==> src/rtl/step_clock_gen.sv <==
`default_nettype none
// ============================================================================
// Module      : step_clock_gen
// Description : Sequencer step clock. Converts a committed tempo (BPM) into a
//               step period in system clock cycles using a sequential
//               restoring divider, then free-runs a step counter that emits
//               one-cycle step and beat pulses and a 0..15 step index.
// Revision    : 1.0 - initial release
// ----------------------------------------------------------------------------
// Ports
//   i_clk        in   1   system clock, rising edge
//   i_rst        in   1   synchronous active-high reset
//   i_enable     in   1   run (1) / stop (0) of the step playhead
//   i_bpm        in  10   requested tempo, 0..999
//   i_set        in   1   tempo commit flag; a 0->1 edge commits i_bpm
//   o_step_tick  out  1   one-cycle pulse per sequencer step
//   o_beat_tick  out  1   pulse with o_step_tick on beat boundaries
//   o_step_idx   out  4   current step 0..15
//   o_cur_bpm    out 10   clamped tempo currently applied
//   o_busy       out  1   high while a period division is in progress
// ============================================================================
module step_clock_gen #(
  parameter int CLK_FREQ       = 50000000,
  parameter int STEPS_PER_BEAT = 4,
  parameter int BPM_DEFAULT    = 120
) (
  input  logic       i_clk,
  input  logic       i_rst,
  input  logic       i_enable,
  input  logic [9:0] i_bpm,
  input  logic       i_set,
  output logic       o_step_tick,
  output logic       o_beat_tick,
  output logic [3:0] o_step_idx,
  output logic [9:0] o_cur_bpm,
  output logic       o_busy
);

  // Dividend is cycles per minute; computed 64-bit wide so the default
  // 50 MHz * 60 does not overflow a signed 32-bit integer.
  localparam logic [63:0] c_dividend_wide  = 64'(CLK_FREQ) * 64'd60;
  localparam logic [31:0] c_dividend       = c_dividend_wide[31:0];
  localparam logic [63:0] c_period_wide    = c_dividend_wide / 64'(BPM_DEFAULT * STEPS_PER_BEAT);
  localparam logic [31:0] c_period_default = c_period_wide[31:0];
  localparam logic [9:0]  c_bpm_default    = 10'(BPM_DEFAULT);
  localparam logic [9:0]  c_bpm_min        = 10'd30;
  localparam logic [9:0]  c_bpm_max        = 10'd300;
  localparam logic [11:0] c_spb            = 12'(STEPS_PER_BEAT);
  // STEPS_PER_BEAT is a power of two, so "mod" reduces to a mask.
  localparam logic [3:0]  c_beat_mask      = 4'(STEPS_PER_BEAT - 1);
  localparam logic [4:0]  c_last_iter      = 5'd31;

  typedef enum logic [0:0] {
    S_IDLE = 1'b0,
    S_DIV  = 1'b1
  } state_t;

  state_t      r_state;
  state_t      w_state_next;
  logic        w_div_load;
  logic        w_div_done;

  logic        r_set_d;
  logic        w_commit;
  logic [9:0]  w_bc;
  logic [11:0] w_divisor;

  logic [4:0]  r_iter;
  logic [31:0] r_quo;
  logic [11:0] r_rem;
  logic [11:0] r_div;
  logic [9:0]  r_bc;
  logic [31:0] r_period;
  logic [9:0]  r_cur_bpm;
  logic        r_busy;

  logic [12:0] w_rem_shift;
  logic [12:0] w_rem_diff;
  logic        w_rem_ge;
  logic [11:0] w_rem_next;
  logic [31:0] w_quo_next;
  logic        w_unused_diff_msb;

  logic [31:0] r_cnt;
  logic [3:0]  r_step_idx;
  logic        r_step_tick;
  logic        r_beat_tick;
  logic        w_terminal;
  logic [3:0]  w_idx_next;

  // --------------------------------------------------------------------------
  // Commit detection and tempo clamp. A zero BPM is not a commit at all.
  // --------------------------------------------------------------------------
  assign w_commit = i_set & ~r_set_d & (i_bpm != 10'd0);

  always_comb begin
    w_bc = i_bpm;
    if (i_bpm < c_bpm_min) begin
      w_bc = c_bpm_min;
    end else if (i_bpm > c_bpm_max) begin
      w_bc = c_bpm_max;
    end
  end

  // Max 300 * 8 = 2400, fits in 12 bits.
  assign w_divisor = 12'(w_bc) * c_spb;

  // --------------------------------------------------------------------------
  // Restoring divider step: shift the next dividend bit (held in the top of
  // the quotient register) into the remainder, subtract when it fits.
  // The remainder stays below the divisor, so 12 bits suffice.
  // --------------------------------------------------------------------------
  assign w_rem_shift       = {r_rem, r_quo[31]};
  assign w_rem_ge          = (w_rem_shift >= {1'b0, r_div});
  assign w_rem_diff        = w_rem_shift - {1'b0, r_div};
  assign w_rem_next        = w_rem_ge ? w_rem_diff[11:0] : w_rem_shift[11:0];
  assign w_quo_next        = {r_quo[30:0], w_rem_ge};
  assign w_unused_diff_msb = w_rem_diff[12];

  // --------------------------------------------------------------------------
  // FSM: state register
  // --------------------------------------------------------------------------
  always_ff @(posedge i_clk) begin
    if (i_rst) begin
      r_state <= S_IDLE;
    end else begin
      r_state <= w_state_next;
    end
  end

  // FSM: next state. A commit during DIV restarts the division and takes
  // priority over finishing the one in flight.
  always_comb begin
    w_state_next = r_state;
    w_div_load   = 1'b0;
    w_div_done   = 1'b0;
    case (r_state)
      S_IDLE: begin
        if (w_commit) begin
          w_state_next = S_DIV;
          w_div_load   = 1'b1;
        end
      end
      S_DIV: begin
        if (w_commit) begin
          w_div_load = 1'b1;
        end else if (r_iter == c_last_iter) begin
          w_state_next = S_IDLE;
          w_div_done   = 1'b1;
        end
      end
      default: begin
        w_state_next = S_IDLE;
      end
    endcase
  end

  // --------------------------------------------------------------------------
  // Divider datapath, tempo and period registers
  // --------------------------------------------------------------------------
  always_ff @(posedge i_clk) begin
    if (i_rst) begin
      // set_d starts high so a set line held at 1 through reset is not
      // mistaken for a fresh commit.
      r_set_d   <= 1'b1;
      r_iter    <= 5'd0;
      r_quo     <= 32'd0;
      r_rem     <= 12'd0;
      r_div     <= 12'd0;
      r_bc      <= c_bpm_default;
      r_period  <= c_period_default;
      r_cur_bpm <= c_bpm_default;
      r_busy    <= 1'b0;
    end else begin
      r_set_d <= i_set;
      r_busy  <= (w_state_next == S_DIV);
      if (w_div_load) begin
        r_iter <= 5'd0;
        r_quo  <= c_dividend;
        r_rem  <= 12'd0;
        r_div  <= w_divisor;
        r_bc   <= w_bc;
      end else if (r_state == S_DIV) begin
        r_iter <= r_iter + 5'd1;
        r_quo  <= w_quo_next;
        r_rem  <= w_rem_next;
      end
      // Final quotient bit is produced on this same edge, so take the
      // combinational next value rather than r_quo.
      if (w_div_done) begin
        r_period  <= w_quo_next;
        r_cur_bpm <= r_bc;
      end
    end
  end

  // --------------------------------------------------------------------------
  // Step counter. Terminal is cnt >= period-1, written as cnt+1 >= period
  // so a shrunken period fires on the next edge and a zero period cannot
  // underflow the compare.
  // --------------------------------------------------------------------------
  assign w_terminal = ({1'b0, r_cnt} + 33'd1) >= {1'b0, r_period};
  assign w_idx_next = r_step_idx + 4'd1;

  always_ff @(posedge i_clk) begin
    if (i_rst || !i_enable) begin
      r_cnt       <= 32'd0;
      r_step_idx  <= 4'd0;
      r_step_tick <= 1'b0;
      r_beat_tick <= 1'b0;
    end else if (w_terminal) begin
      r_cnt       <= 32'd0;
      r_step_idx  <= w_idx_next;
      r_step_tick <= 1'b1;
      r_beat_tick <= ((w_idx_next & c_beat_mask) == 4'd0);
    end else begin
      r_cnt       <= r_cnt + 32'd1;
      r_step_tick <= 1'b0;
      r_beat_tick <= 1'b0;
    end
  end

  assign o_step_tick = r_step_tick;
  assign o_beat_tick = r_beat_tick;
  assign o_step_idx  = r_step_idx;
  assign o_cur_bpm   = r_cur_bpm;
  assign o_busy      = r_busy;

endmodule

`default_nettype wire

==> config.mk <==
export PLATFORM = sky130hd
export DESIGN_NAME = step_clock_gen
export DESIGN_NICKNAME = d
export VERILOG_FILES = /design/src/rtl/step_clock_gen.sv
export SDC_FILE = /design/constraint.sdc
export NUM_CORES = 1
export LEC_CHECK = 0
export BUFFER_PORTS_ARGS = -buffer_cell sky130_fd_sc_hd__buf_2
export CAP_MARGIN = 20
export CORE_ASPECT_RATIO = 1.1
export CORE_MARGIN = 10
export CORE_UTILIZATION = 65
export CTS_BUF_LIST = sky130_fd_sc_hd__clkbuf_8 sky130_fd_sc_hd__clkbuf_16
export DETAILED_ROUTE_END_ITERATION = 16
export PLACE_DENSITY = 0.85
export SLEW_MARGIN = 0
export SYNTH_ARGS = -nofsm -noshare
export SYNTH_HDL_FRONTEND = slang
export SYNTH_SLANG_ARGS = --single-unit
==> constraint.sdc <==
create_clock -name i_clk -period 8.4 [get_ports i_clk]
set_input_delay 2.52 -clock i_clk [delete_from_list [all_inputs] [get_ports i_clk]]
set_output_delay 2.52 -clock i_clk [all_outputs]
set_load 0.05 [all_outputs]
Word level (Yosys, flattened, before mapping)
Index checks and enable logic that the tools add are counted.
{"block": "totals", "wordCells": 50, "reg_bits": 151, "in_bits": 14}
{"block": "op_classes", "n_eq_ne": 1, "n_bitwise": 5, "magnitude_cmp": 4, "n_reduce_logical": 8, "add_sub_neg": 5, "muxes": 13}
{"op": "$mux 32", "n": 2}
{"op": "$add 32x1->33 const B", "n": 1}
{"op": "$ge 33x32->1", "n": 1}
{"op": "$add 32x1->32 const B", "n": 1}
{"op": "$mux 10", "n": 2}
{"op": "$ge 13x12->1", "n": 1}
{"op": "$mux 12", "n": 1}
{"op": "$sub 12x12->12", "n": 1}
{"op": "$gt 10x9->1 const B", "n": 1}
{"op": "$lt 10x5->1 const B", "n": 1}
{"op": "$reduce_bool 10->1", "n": 1}
{"op": "$mux 1", "n": 7}
{"op": "$reduce_or 2->1", "n": 3}
{"op": "$add 5x1->5 const B", "n": 1}
{"op": "$eq 5x5->1 const B", "n": 1}
{"op": "$add 4x1->4 const B", "n": 1}
{"op": "$logic_not 4->1", "n": 1}
{"op": "$not 1->1", "n": 3}
{"op": "$and 1x1->1", "n": 2}
{"op": "$pmux 1 s2", "n": 1}
{"op": "$reduce_bool 2->1", "n": 1}
{"op": "$logic_not 1->1", "n": 1}
{"op": "$logic_or 1x1->1", "n": 1}

Logic depth before layout (Yosys ltp)
Gate-level depths: netlist (run 1).
{"block": "logic_depth", "ltp_word": 5, "depth_mapped": 15, "depth_no_buf": 14}

Worst setup path before layout (run 1)
Ideal clock, no wire load.
{"block": "synth_timing", "path_kind": "input -> register", "startpoint": "input port i_bpm[6]", "endpoint": "register r_rem[2]", "path_buffers": 1, "stages": 7, "setup_time_ns": 0.106, "arrival_time_ns": 3.922, "required_ns": 8.294, "setup_slack_ns": 4.372, "path_cell_list": "nor2_1 nor4b_2 a31o_2 buf_2 nand2b_1 or4b_1 o311ai_0"}
{"block": "synth_between", "elab_chain_cells": 4}
{"element": "start, declared", "line_no": "30", "source": "input logic [9:0] i_bpm,"}
{"element": "$reduce_bool 10->1", "line_no": "94", "source": "assign w_commit = i_set & ~r_set_d & (i_bpm != 10'd0);"}
{"element": "$and 1x1->1", "line_no": "94"}
{"element": "$mux 1", "line_no": "139, 145"}
{"element": "$reduce_or 2->1 (no line)"}
{"element": "end signal, assigned", "line_no": "186", "source": "r_rem <= w_rem_next;"}
{"element": "end, declared", "line_no": "70", "source": "logic [11:0] r_rem;"}
No other way between the ends.
A chain may end at the register's enable or synchronous reset.

Final worst setup path (run 1)
{"block": "layout_timing", "startpoint": "input port i_bpm[6]", "endpoint": "register r_period[0]"}
{"block": "layout_between", "elab_chain_cells": 4}
{"element": "$reduce_bool 10->1", "line_no": "94"}
{"element": "$and 1x1->1", "line_no": "94"}
{"element": "$mux 1", "line_no": "145", "source": "if (w_commit) begin"}
{"element": "$mux 1", "line_no": "137", "source": "case (r_state)"}
{"element": "end signal, assigned", "line_no": "171", "source": "r_period <= c_period_default;"}
{"element": "end signal, assigned", "line_no": "191", "source": "r_period <= w_quo_next;"}
{"element": "end, declared", "line_no": "73", "source": "logic [31:0] r_period;"}
No other way between the ends.

==> results of run 1 <==
==> flip-flops by register name, summed over array words and instances (netlist names) <==
name,count
o_beat_tick,1
o_busy,1
o_cur_bpm,10
o_step_idx,4
o_step_tick,1
r_bc,10
r_cnt,32
r_div,4
r_iter,5
r_period,32
r_quo,32
r_rem,12
r_set_d,1
==> logic make-up after synthesis <==
kind of cell,count (synthesis),share of synthesized area
fa+ha+maj,47,0.0848
mux,42,0.0601
compound gates,124,0.105
simple gates,314,0.234
buf+inv,86,0.0519
xor+xnor,41,0.0512
flops,145,0.413
==> synthesized netlist by cell type, drive strengths merged, types with 3 or more instances <==
master / n
and3: 37
xor2: 15
buf: 12
inv: 48
and2: 4
nor2: 58
nand3: 30
clkbuf: 25
xnor2: 26
o21ai: 19
or4b: 3
nand2b: 3
dfxtp: 145
a21oi: 67
nand2: 116
a211oi: 10
nand4: 13
ha: 46
and4: 3
a221oi: 4
nor2b: 7
nand3b: 20
nor3: 11
mux2i: 41
a21o: 4
==> worst min-delay path, stage by stage, from the launching register on <==
cell	delay, ps
dfxtp_1	310
nand2_1	50
a21oi_1	50
==> how the worst max path moves through the flow <==
stage,slack [ps],cells after the start,start,end
floorplan,4370,7,i_bpm[6],r_rem[2]
global placement,3540,8,i_bpm[6],r_period[0]
detailed placement,3450,8,i_bpm[6],r_period[0]
CTS,3850,15,r_cnt[10],r_cnt[27]
global route,3600,8,i_bpm[6],r_period[25]
finish,3840,8,i_bpm[6],r_period[0]
==> per-layer routing <==
metal / global-route usage / share of wire
met4: 0.0985 / 0.030
met1: 0.224 / 0.44
met5: 0 / 0
met2: 0.342 / 0.49
met3: 0.0437 / 0.044
==> layout make-up <==
class                   count  area, sq um
well taps                 143          179
inverters                  48          180
multi-input cells         568         3760
fillers                   734         2670
repair buffers             39          218
clock inverters            15          154
clock buffers              17          425
flip-flops and latches    145         2900
==> report_power, final <==
group | switching (W) | internal (W)
clock | 0.000338 | 0.000399
combinational | 0.0000702 | 0.0000532
sequential | 0.00000776 | 0.000698
total | 0.000416 | 0.00115
==> metrics by stage <==
stage                     instances  instance area, sq um  setup WS [ps]
final                           975                  7820           3840
after global routing            975                  7820           3600
after CTS                       974                  7810           3850
after detailed placement        942                  7230           3450
after global placement          942                  7230           3540
after floorplan                 799                  7020           4370
==> flow_metrics.py, run 1 <==
metrics = {
    "routing": {
        "wl_per_cell_um": 15.4,
        "drtAntennaViolNets": 0,
        "firstDrtPassIters": 5,
        "avgViaCountPerCell": 5.76,
        "drc": 0,
        "routed-via-count": 5617,
        "drt_iter0_markers": 369,
        "wirelength_um": 15000,
    },
    "sta": {
        "hold_ws_ps": 461,
        "finalCriticalPeriod_ps": 4560,
        "setup_viol": 0,
        "max_freq_ghz": 0.219,
        "rsz0062_at_grt": "false",
        "final.setup.tns_ps": 0,
        "slew_headroom": 0.441,
        "fin_worst_skew_ps": 10.9,
        "worst_pin_slew_ps": 838,
        "hold_viol": 0,
        "timing.final.crit_share": 0.543,
        "slew_viol_final": 0,
    },
    "worst_setup_path": {
        "critPathSlowestCell": "a31o_2",
        "start_kind": "primary input",
        "worstPathRequired_ps": 8740,
        "path_cells": "buf_2 > nor2_1 > nor4b_2 > a31o_2 > and3_1 > buf_4 > nor2_1 > a211oi_1",
        "r2r_slack_ps": 4420,
        "crit_arrival_ps": 4900,
        "worstRegToRegCells": 15,
        "cpPeakStageDelay_ps": 600,
        "end_kind": "register",
        "r2r_start": "r_cnt[10]",
        "reg2reg_to": "o_step_idx[2]",
        "cp_max_fo": 33,
        "critical_path_class": "primary input to register",
        "crit_buf_inv": 2,
        "path_delay_family": "simple AND/OR/NAND/NOR gates",
        "timing.critical_path.mode_cell": "nor2_1",
    },
    "placed_design": {
        "numPortBuffers": 30,
        "dp_hpwl_um": 10400,
        "gp_congestion": 0.870,
    },
    "min_path": {
        "min_path_cells": 2,
        "hold_start": "r_div[7]",
        "hold_end": "r_div[7]",
        "hold_path.class": "register to register",
    },
    "final_layout": {
        "nNetsFinal": 880,
        "final_cell_mix": "144 x dfxtp_1, 115 x nand2_1, 67 x a21oi_1",
        "drive_gt1_frac": 0.123,
        "post-route-util": 0.745,
        "antenna-diode-count": 0,
        "layout_commonest_cell": "dfxtp_1",
        "synthToLayoutAreaGrowth_pct": 11.4,
    },
    "power": {
        "peakVddDrop_v": 0.000159,
        "power.density_nw_per_um2": 200,
        "p_total_w": 0.00157,
        "power.leakage_nw": 3.33,
    },
    "synth": {
        "ys_ff_latch": 145,
        "yosysTopAreaCell": "dfxtp_1",
        "synthFlopType": "dfxtp_1",
        "ys_warn_count": 0,
        "synthTopCellsByArea": "dfxtp_1 41%, ha_1 8.2%, nand2_1 6.1%",
        "netlist.area_leader.share": 0.413,
        "postSynthNetCount": 860,
        "netlist_area_sq_um": 7020,
        "avgSynthCellArea_sq_um": 8.79,
        "seq_area_frac_synth": 0.413,
        "synth_async_sr_flop_share": 0,
        "yosysUniqueCellTypes": 66,
        "synth_cells": 799,
        "synth_edf_count": 0,
    },
    "clock_tree": {
        "cts_sinks": 145,
        "cts_max_level": 4,
        "holdBufCountCts": 0,
        "clockRootBuffer": "clkbuf_16",
        "numCtsBuffers": 17,
        "post_cts_buffers": 0,
        "cts_tree": "yes",
        "ctsResizeCount": 0,
        "clk_pin_slew_worst_paths_ps": 70,
        "clockBufferDepth": 2,
        "clock_latency_ps": 430,
    },
    "floorplanning": {
        "die_w_um": 119,
        "initial_core_util": 0.669,
        "boundaryPins": 31,
        "die-area_sq_um": 15400,
        "die_h_um": 129,
        "core_sq_um": 10500,
        "rows": 39,
    },
    "global_route": {
        "first_global_vias": 5617,
        "grt_overflow": 0,
        "grt_max_degree": 74,
        "grt_pass1_wl_um": 25400,
        "grt_usage": 0.197,
        "antenna_found_initial": 0,
    },
    "job": {
        "max_cap_viol_count": 0,
    },
    "status": {
        "status": "finished, final reports clean",
    },
}
Note: power is estimated with default switching activity, not from simulation.
==> run 2, diff against run 1 <==
--- a/config.mk
+++ b/config.mk
@@ -5,14 +5,15 @@
 export SDC_FILE = /design/constraint.sdc
 export NUM_CORES = 1
 export LEC_CHECK = 0
+export ABC_AREA = 1
 export BUFFER_PORTS_ARGS = -buffer_cell sky130_fd_sc_hd__buf_2
 export CAP_MARGIN = 20
 export CORE_ASPECT_RATIO = 1.1
 export CORE_MARGIN = 10
-export CORE_UTILIZATION = 65
+export CORE_UTILIZATION = 56
 export CTS_BUF_LIST = sky130_fd_sc_hd__clkbuf_8 sky130_fd_sc_hd__clkbuf_16
 export DETAILED_ROUTE_END_ITERATION = 16
-export PLACE_DENSITY = 0.85
+export PLACE_DENSITY = 0.77
 export SLEW_MARGIN = 0
 export SYNTH_ARGS = -nofsm -noshare
 export SYNTH_HDL_FRONTEND = slang
==> constraint.sdc (replaced) <==
create_clock -name i_clk -period 3.6 [get_ports i_clk]
set_input_delay 1.08 -clock i_clk [delete_from_list [all_inputs] [get_ports i_clk]]
set_output_delay 1.08 -clock i_clk [all_outputs]
set_load 0.05 [all_outputs]
==> run 2 against run 1 <==
Sequential power up 140%. Synthesized cell count rose by 25%. Cell count is 23% higher. Highest routed layer unchanged. Routed wire length up 15%. Area after synthesis up 8.0%. Die area rose by 21%. Clock-buffer cell count grew 3. Via count up 12%. Clock skew is 0.75 ps lower. Critical path type is now register to register. Power grew 140%. Core utilization decreased by 9.3 points.
==> flow_metrics.py, run 2 <==
metrics = {
    "placed_design": {
        "place_worst_setup_slack_ps": 38.7,
        "numPortBuffers": 30,
        "dp_hpwl_um": 11100,
        "dpl_cell_area_sq_um": 7770,
        "gp_congestion": 0.906,
    },
    "worst_setup_path": {
        "path_cells": "ha_2 > nand2_2 > nor2_4 > nand2_4 > nor2_8 > nand2_2 > nor2_4 > nand3_2 > xor2_2 > inv_1 > ha_1 > nand2_1 > inv_1 > o21ai_1 > nand2_1 > nand2_1 > nand3_2 > nor3_4 > nand2_4 > nor2_8 > buf_12 > inv_8 > nor2_4",
        "worstPathRequired_ps": 3970,
        "end_kind": "register",
        "r2r_slack_ps": 90,
        "reg2reg_to": "r_cnt[14]",
        "worstRegToRegCells": 23,
        "critPathSlowestCell": "dfxtp_4",
        "critical_path_class": "register to register",
        "start_kind": "register",
        "cpPeakStageDelay_ps": 380,
        "crit_arrival_ps": 3880,
        "cp_max_fo": 15,
        "r2r_start": "r_cnt[0]",
    },
    "routing": {
        "avgViaCountPerCell": 5.22,
        "drt_iter0_markers": 525,
        "wl_per_cell_um": 14.4,
        "drtAntennaViolNets": 0,
        "firstDrtPassIters": 5,
        "routed-via-count": 6288,
        "drc": 0,
        "wirelength_um": 17300,
    },
    "synth": {
        "synth_cells": 995,
        "synth_fa_ha_area_frac": 0.0786,
        "netlist.area_leader.share": 0.383,
        "ys_warn_count": 0,
        "avgSynthCellArea_sq_um": 7.62,
        "synthTopCellsByCount": "232 x nand2_1, 147 x inv_1, 145 x dfxtp_1",
        "netlist_area_sq_um": 7580,
        "synth-xor-area-share": 0.0404,
        "seq_area_frac_synth": 0.383,
        "synth-compound-area-share": 0.122,
        "ys_ff_latch": 145,
        "synth_edf_count": 0,
        "postSynthNetCount": 1056,
        "synth.area.mux_share": 0,
        "synth_top_family_by_area": "simple AND/OR/NAND/NOR gates",
        "synth.most_common_cell": "nand2_1",
        "synthTopCellsByArea": "dfxtp_1 38%, nand2_1 11%, ha_1 7.6%",
        "yosysTopAreaCell": "dfxtp_1",
        "yosys.area_share.simple": 0.272,
        "synth_async_sr_flop_share": 0,
        "yosysUniqueCellTypes": 46,
        "synthFlopType": "dfxtp_1",
    },
    "sta": {
        "hold_viol": 0,
        "slew_headroom": 0.502,
        "max_freq_ghz": 0.285,
        "fin_worst_skew_ps": 10.2,
        "slew_viol_final": 0,
        "timing.final.crit_share": 0.976,
        "worst_pin_slew_ps": 747,
        "final.setup.tns_ps": 0,
        "finalWorstSetupSlack_ps": 87.0,
        "finalCriticalPeriod_ps": 3510,
        "setup_viol": 0,
    },
    "final_layout": {
        "layout_commonest_cell": "nand2_1",
        "synthToLayoutAreaGrowth_pct": 13.6,
        "antenna-diode-count": 0,
        "nFillCells": 1099,
        "drive_gt1_frac": 0.172,
        "reg.largest.list": "r_cnt x32, r_period x32, r_quo x32",
        "final_cell_area_sq_um": 8620,
        "final_cell_mix": "230 x nand2_1, 147 x inv_1, 141 x dfxtp_1",
        "nNetsFinal": 1091,
    },
    "global_route": {
        "first_global_vias": 5835,
        "grt_overflow": 0,
        "antenna_found_initial": 0,
        "grt_usage": 0.183,
        "grtUsageMet2": 0.292,
        "grt_pass1_wl_um": 27500,
        "grt_max_degree": 46,
        "gr-usage-met3": 0.0481,
        "grt.busiest_layer": "met2",
        "grtUsageMet1": 0.227,
    },
    "clock_tree": {
        "cts_max_level": 4,
        "holdBufCountCts": 0,
        "clockBufferDepth": 2,
        "cts_sinks": 145,
        "clock_latency_ps": 430,
        "numCtsBuffers": 17,
        "clk_pin_slew_worst_paths_ps": 60,
        "cts_tree": "yes",
        "clockRootBuffer": "clkbuf_16",
    },
    "job": {
        "max_cap_viol_count": 0,
    },
    "min_path": {
        "hold_start": "r_cnt[0]",
        "hold_end": "r_cnt[0]",
        "hold_path.class": "register to register",
        "min_path_cells": 1,
    },
    "power": {
        "power.leakage_nw": 3.98,
        "p_total_w": 0.00376,
        "power.density_nw_per_um2": 437,
        "peakVddDrop_v": 0.000257,
    },
    "floorplanning": {
        "boundaryPins": 31,
        "die_w_um": 131,
        "die-area_sq_um": 18600,
        "rows": 44,
        "initial_core_util": 0.574,
        "die_h_um": 142,
        "core_sq_um": 13200,
    },
    "status": {
        "status": "finished, final reports clean",
    },
}
-- run 2: cell types whose count changed after synthesis, sizes merged, moves of 10 or more --
cell	before	now
nand3b	20	1
a21oi	67	86
nand3	30	43
inv	48	152
and3	37	1
a211oi	10	0
xnor2	26	3
o21ai	19	47
nor2	58	99
nand2	116	240
xor2	15	32
mux2i	41	0
-- run 2: timing repair --
item / 4_1_cts / 5_1_grt
endpoints found under the setup margin: 8 / 37
cloned: 0 / 2
pin swaps: 0 / 11
gates resized for setup: 1 / 22
buffers inserted: 0 / 13
-- run 2: final cells by class --
class / instances / area (sq um) / area share
multi-input combinational: 662 / 3970 / 0.461
tap: 161 / 201 / 0.0234
inverter: 153 / 606 / 0.0703
clock buffer: 20 / 467 / 0.0542
timing repair buffer: 49 / 318 / 0.0369
timing repair inverter: 2 / 22.5 / 0.00261
sequential: 145 / 2910 / 0.338
clock inverter: 12 / 124 / 0.0144
-- run 2: where the power goes --
group / switching (W) / internal, W / total (W) / leakage, nW
logic: 0.000242 / 0.000123 / 0.000365 / 2.52
registers: 0.0000224 / 0.00163 / 0.00166 / 1.18
clock network: 0.000722 / 0.00102 / 0.00174 / 0.278
-- run 2: worst max-delay path by stage --
stage	endpoint	start	depth (start not counted)
global route	r_cnt[28]	r_cnt[12]	21
finish	r_cnt[14]	r_cnt[0]	23
floorplan	r_cnt[19]	r_cnt[0]	23
CTS	r_cnt[14]	r_cnt[0]	22
detailed placement	r_cnt[31]	r_cnt[0]	20
global placement	r_cnt[31]	r_cnt[0]	20
-- run 2: metal layers --
| layer | up-vias | share of wire |
|---|---|---|
| met5 | - | 0 |
| met1 | 2876 | 0.44 |
| met2 | 144 | 0.48 |
| met4 | 0 | 0.034 |
| li1 | 3225 | - |
| met3 | 43 | 0.047 |
-- run 2: stage by stage --
stage                     instances  hold slack (ps)   util
final                          1204              455  0.652
after global routing           1204              473  0.652
after CTS                      1189              457  0.633
after detailed placement       1157              444  0.588
after global placement         1157              439  0.588
after floorplan                 995              426      -
-- run 2: worst max-delay path, delay by kind of cell, from the launching register on --
kind	cells	cell delay, ps
adders and majority gates	2	500
DFF	1	380
buffers and inverters	4	360
xor gates and xnor gates	1	240
AOI/OAI and AO/OA	1	140
and+or+nand+nor	15	1800
-- run 2: cells by family (layout without fill, tap and decap cells) --
group           Yosys count  in the layout
compound gates          164            164
xor+xnor                 35             35
fa+ha+maj                47             47
buf+inv                 188            236
flops                   145            145
simple gates            416            416
==> run 3, diff against run 2 <==
--- a/config.mk
+++ b/config.mk
@@ -14,6 +14,7 @@
 export CTS_BUF_LIST = sky130_fd_sc_hd__clkbuf_8 sky130_fd_sc_hd__clkbuf_16
 export DETAILED_ROUTE_END_ITERATION = 16
 export PLACE_DENSITY = 0.77
+export RECOVER_POWER = 100
 export SLEW_MARGIN = 0
 export SYNTH_ARGS = -nofsm -noshare
 export SYNTH_HDL_FRONTEND = slang
==> run 3 against run 2 <==
First-iteration DRC count shrank 4.8%. Global-route usage unchanged. Combinational power barely moved. Die area unchanged. Sequential share of layout area is 0.17 points higher. Power hardly changed. Sequential cell count did not move. Critical path depth unchanged. Sequential power about the same. Clock skew about the same. Register-to-register slack about the same. Critical path type unchanged.
==> flow_metrics.py, run 3 (synthesis results as in run 2) <==
metrics = {
    "status": {
        "status": "finished, final reports clean",
    },
    "final_layout": {
        "nFillCells": 1114,
        "synthToLayoutAreaGrowth_pct": 13.1,
        "nNetsFinal": 1091,
        "drive_gt1_frac": 0.149,
        "layout_commonest_cell": "nand2_1",
        "stdcell_count": 1204,
        "reg.largest.list": "r_cnt x32, r_period x32, r_quo x32",
        "final_cell_mix": "231 x nand2_1, 147 x inv_1, 141 x dfxtp_1",
        "antenna-diode-count": 0,
    },
    "sta": {
        "finalCriticalPeriod_ps": 3510,
        "timing.final.crit_share": 0.976,
        "setup_viol": 0,
        "finalWorstSetupSlack_ps": 86.6,
        "hold_viol": 0,
        "fin_worst_skew_ps": 10.4,
        "slew_viol_final": 0,
        "max_freq_ghz": 0.285,
        "slew_headroom": 0.315,
        "worst_pin_slew_ps": 1030,
    },
    "worst_setup_path": {
        "end_kind": "register",
        "start_kind": "register",
        "cp_max_fo": 15,
        "worstRegToRegCells": 23,
        "worstPathRequired_ps": 3970,
        "crit_arrival_ps": 3880,
        "reg2reg_to": "r_cnt[14]",
        "critical_path_class": "register to register",
        "r2r_start": "r_cnt[0]",
        "startpoint": "r_cnt[0]",
        "r2r_slack_ps": 90,
        "cp-endpoint": "r_cnt[14]",
    },
    "routing": {
        "drt_iter0_markers": 500,
        "wirelength_um": 17300,
        "drtAntennaViolNets": 0,
        "wl_per_cell_um": 14.4,
        "top_layer_used": "met4",
        "firstDrtPassIters": 5,
        "wl_met1_um": 7700,
        "avgViaCountPerCell": 5.21,
        "drc": 0,
        "met3_length_um": 789,
        "dr_wl_met2_um": 8250,
        "routed-via-count": 6268,
    },
    "clock_tree": {
        "cts_sinks": 145,
        "cts_max_level": 4,
        "clockRootBuffer": "clkbuf_16",
        "holdBufCountCts": 0,
        "clk_pin_slew_worst_paths_ps": 60,
        "clockBufferDepth": 2,
        "cts_tree": "yes",
        "numCtsBuffers": 17,
        "clock_latency_ps": 430,
    },
    "global_route": {
        "grt_overflow": 0,
        "grt_pass1_wl_um": 27500,
        "first_global_vias": 5835,
        "antenna_found_initial": 0,
        "grt_max_degree": 46,
        "grt_usage": 0.183,
    },
    "floorplanning": {
        "rows": 44,
        "die_h_um": 142,
        "core_sq_um": 13200,
        "die_w_um": 131,
        "die-area_sq_um": 18600,
        "boundaryPins": 31,
        "initial_core_util": 0.574,
    },
    "placed_design": {
        "place_worst_setup_slack_ps": 38.7,
        "numPortBuffers": 30,
        "dp_hpwl_um": 11100,
        "dpl.cell_count": 1157,
        "gp_congestion": 0.906,
    },
    "power": {
        "p_total_w": 0.00376,
        "power.leakage_nw": 3.90,
        "peakVddDrop_v": 0.000257,
        "power.density_nw_per_um2": 439,
    },
    "job": {
        "max_cap_viol_count": 0,
    },
    "min_path": {
        "hold_path.class": "register to register",
    },
}
## run 3: timing repair
item,in CTS,in global routing
cloned,0,2
pin swaps,0,11
setup buffers,0,13
hold endpoints to repair,0,0
setup endpoints to repair,8,37
resized for setup,1,22
## run 3: layout make-up
cell class	instances	area [sq um]	area share
sequential	145	2910	0.339
tap	161	201	0.0235
clock inverter	12	124	0.0144
clock buffer	20	467	0.0544
timing repair buffer	49	288	0.0336
multi-input combinational	662	3960	0.461
inverter	153	606	0.0706
timing repair inverter	2	22.5	0.00263
## run 3: critical path, cell delays in order, from the launching register on
cell and delay [ps]:
dfxtp_4 380, ha_2 200, nand2_2 80, nor2_4 130
nand2_4 90, nor2_8 130, nand2_2 90, nor2_4 140
nand3_2 100, xor2_2 240, inv_1 80, ha_1 300
nand2_1 80, inv_1 40, o21ai_1 150, nand2_1 90
nand2_1 100, nand3_2 110, nor3_4 280, nand2_4 130
nor2_8 170, buf_12 150, inv_8 90, nor2_4 90
## run 3: stage by stage
stage          setup TNS (ps)  utilization  cell area [sq um]  hold slack, ps
2_1_floorplan               0            -               7580             426
3_3_place_gp                0        0.588               7770             439
3_5_place_dp                0        0.588               7770             444
4_1_cts                     0        0.633               8370             457
5_1_grt                 -3140        0.649               8570             473
6_report                    0        0.649               8570             455
## run 3: per-layer routing
layer / global-route usage / vias up
li1: - / 3225
met1: 0.227 / 2866
met2: 0.292 / 134
met3: 0.0481 / 43
met4: 0.0767 / 0
met5: 0 / -
## run 3: power by group
part / total, W / switching [W] / internal [W]
clock: 0.00174 / 0.000725 / 0.00102
combinational: 0.000362 / 0.000241 / 0.000121
sequential: 0.00165 / 0.0000221 / 0.00163
## run 3: how the worst min path moves through the flow
stage                 start           end  slack [ps]  cells past startpoint
2_1_floorplan       r_bc[4]       r_bc[4]         430                      2
3_3_place_gp   o_cur_bpm[5]  o_cur_bpm[5]         440                      2
3_5_place_dp   o_cur_bpm[5]  o_cur_bpm[5]         440                      2
4_1_cts           r_quo[24]     r_quo[24]         460                      2
5_1_grt            r_cnt[0]      r_cnt[0]         470                      1
6_report           r_cnt[0]      r_cnt[0]         460                      1
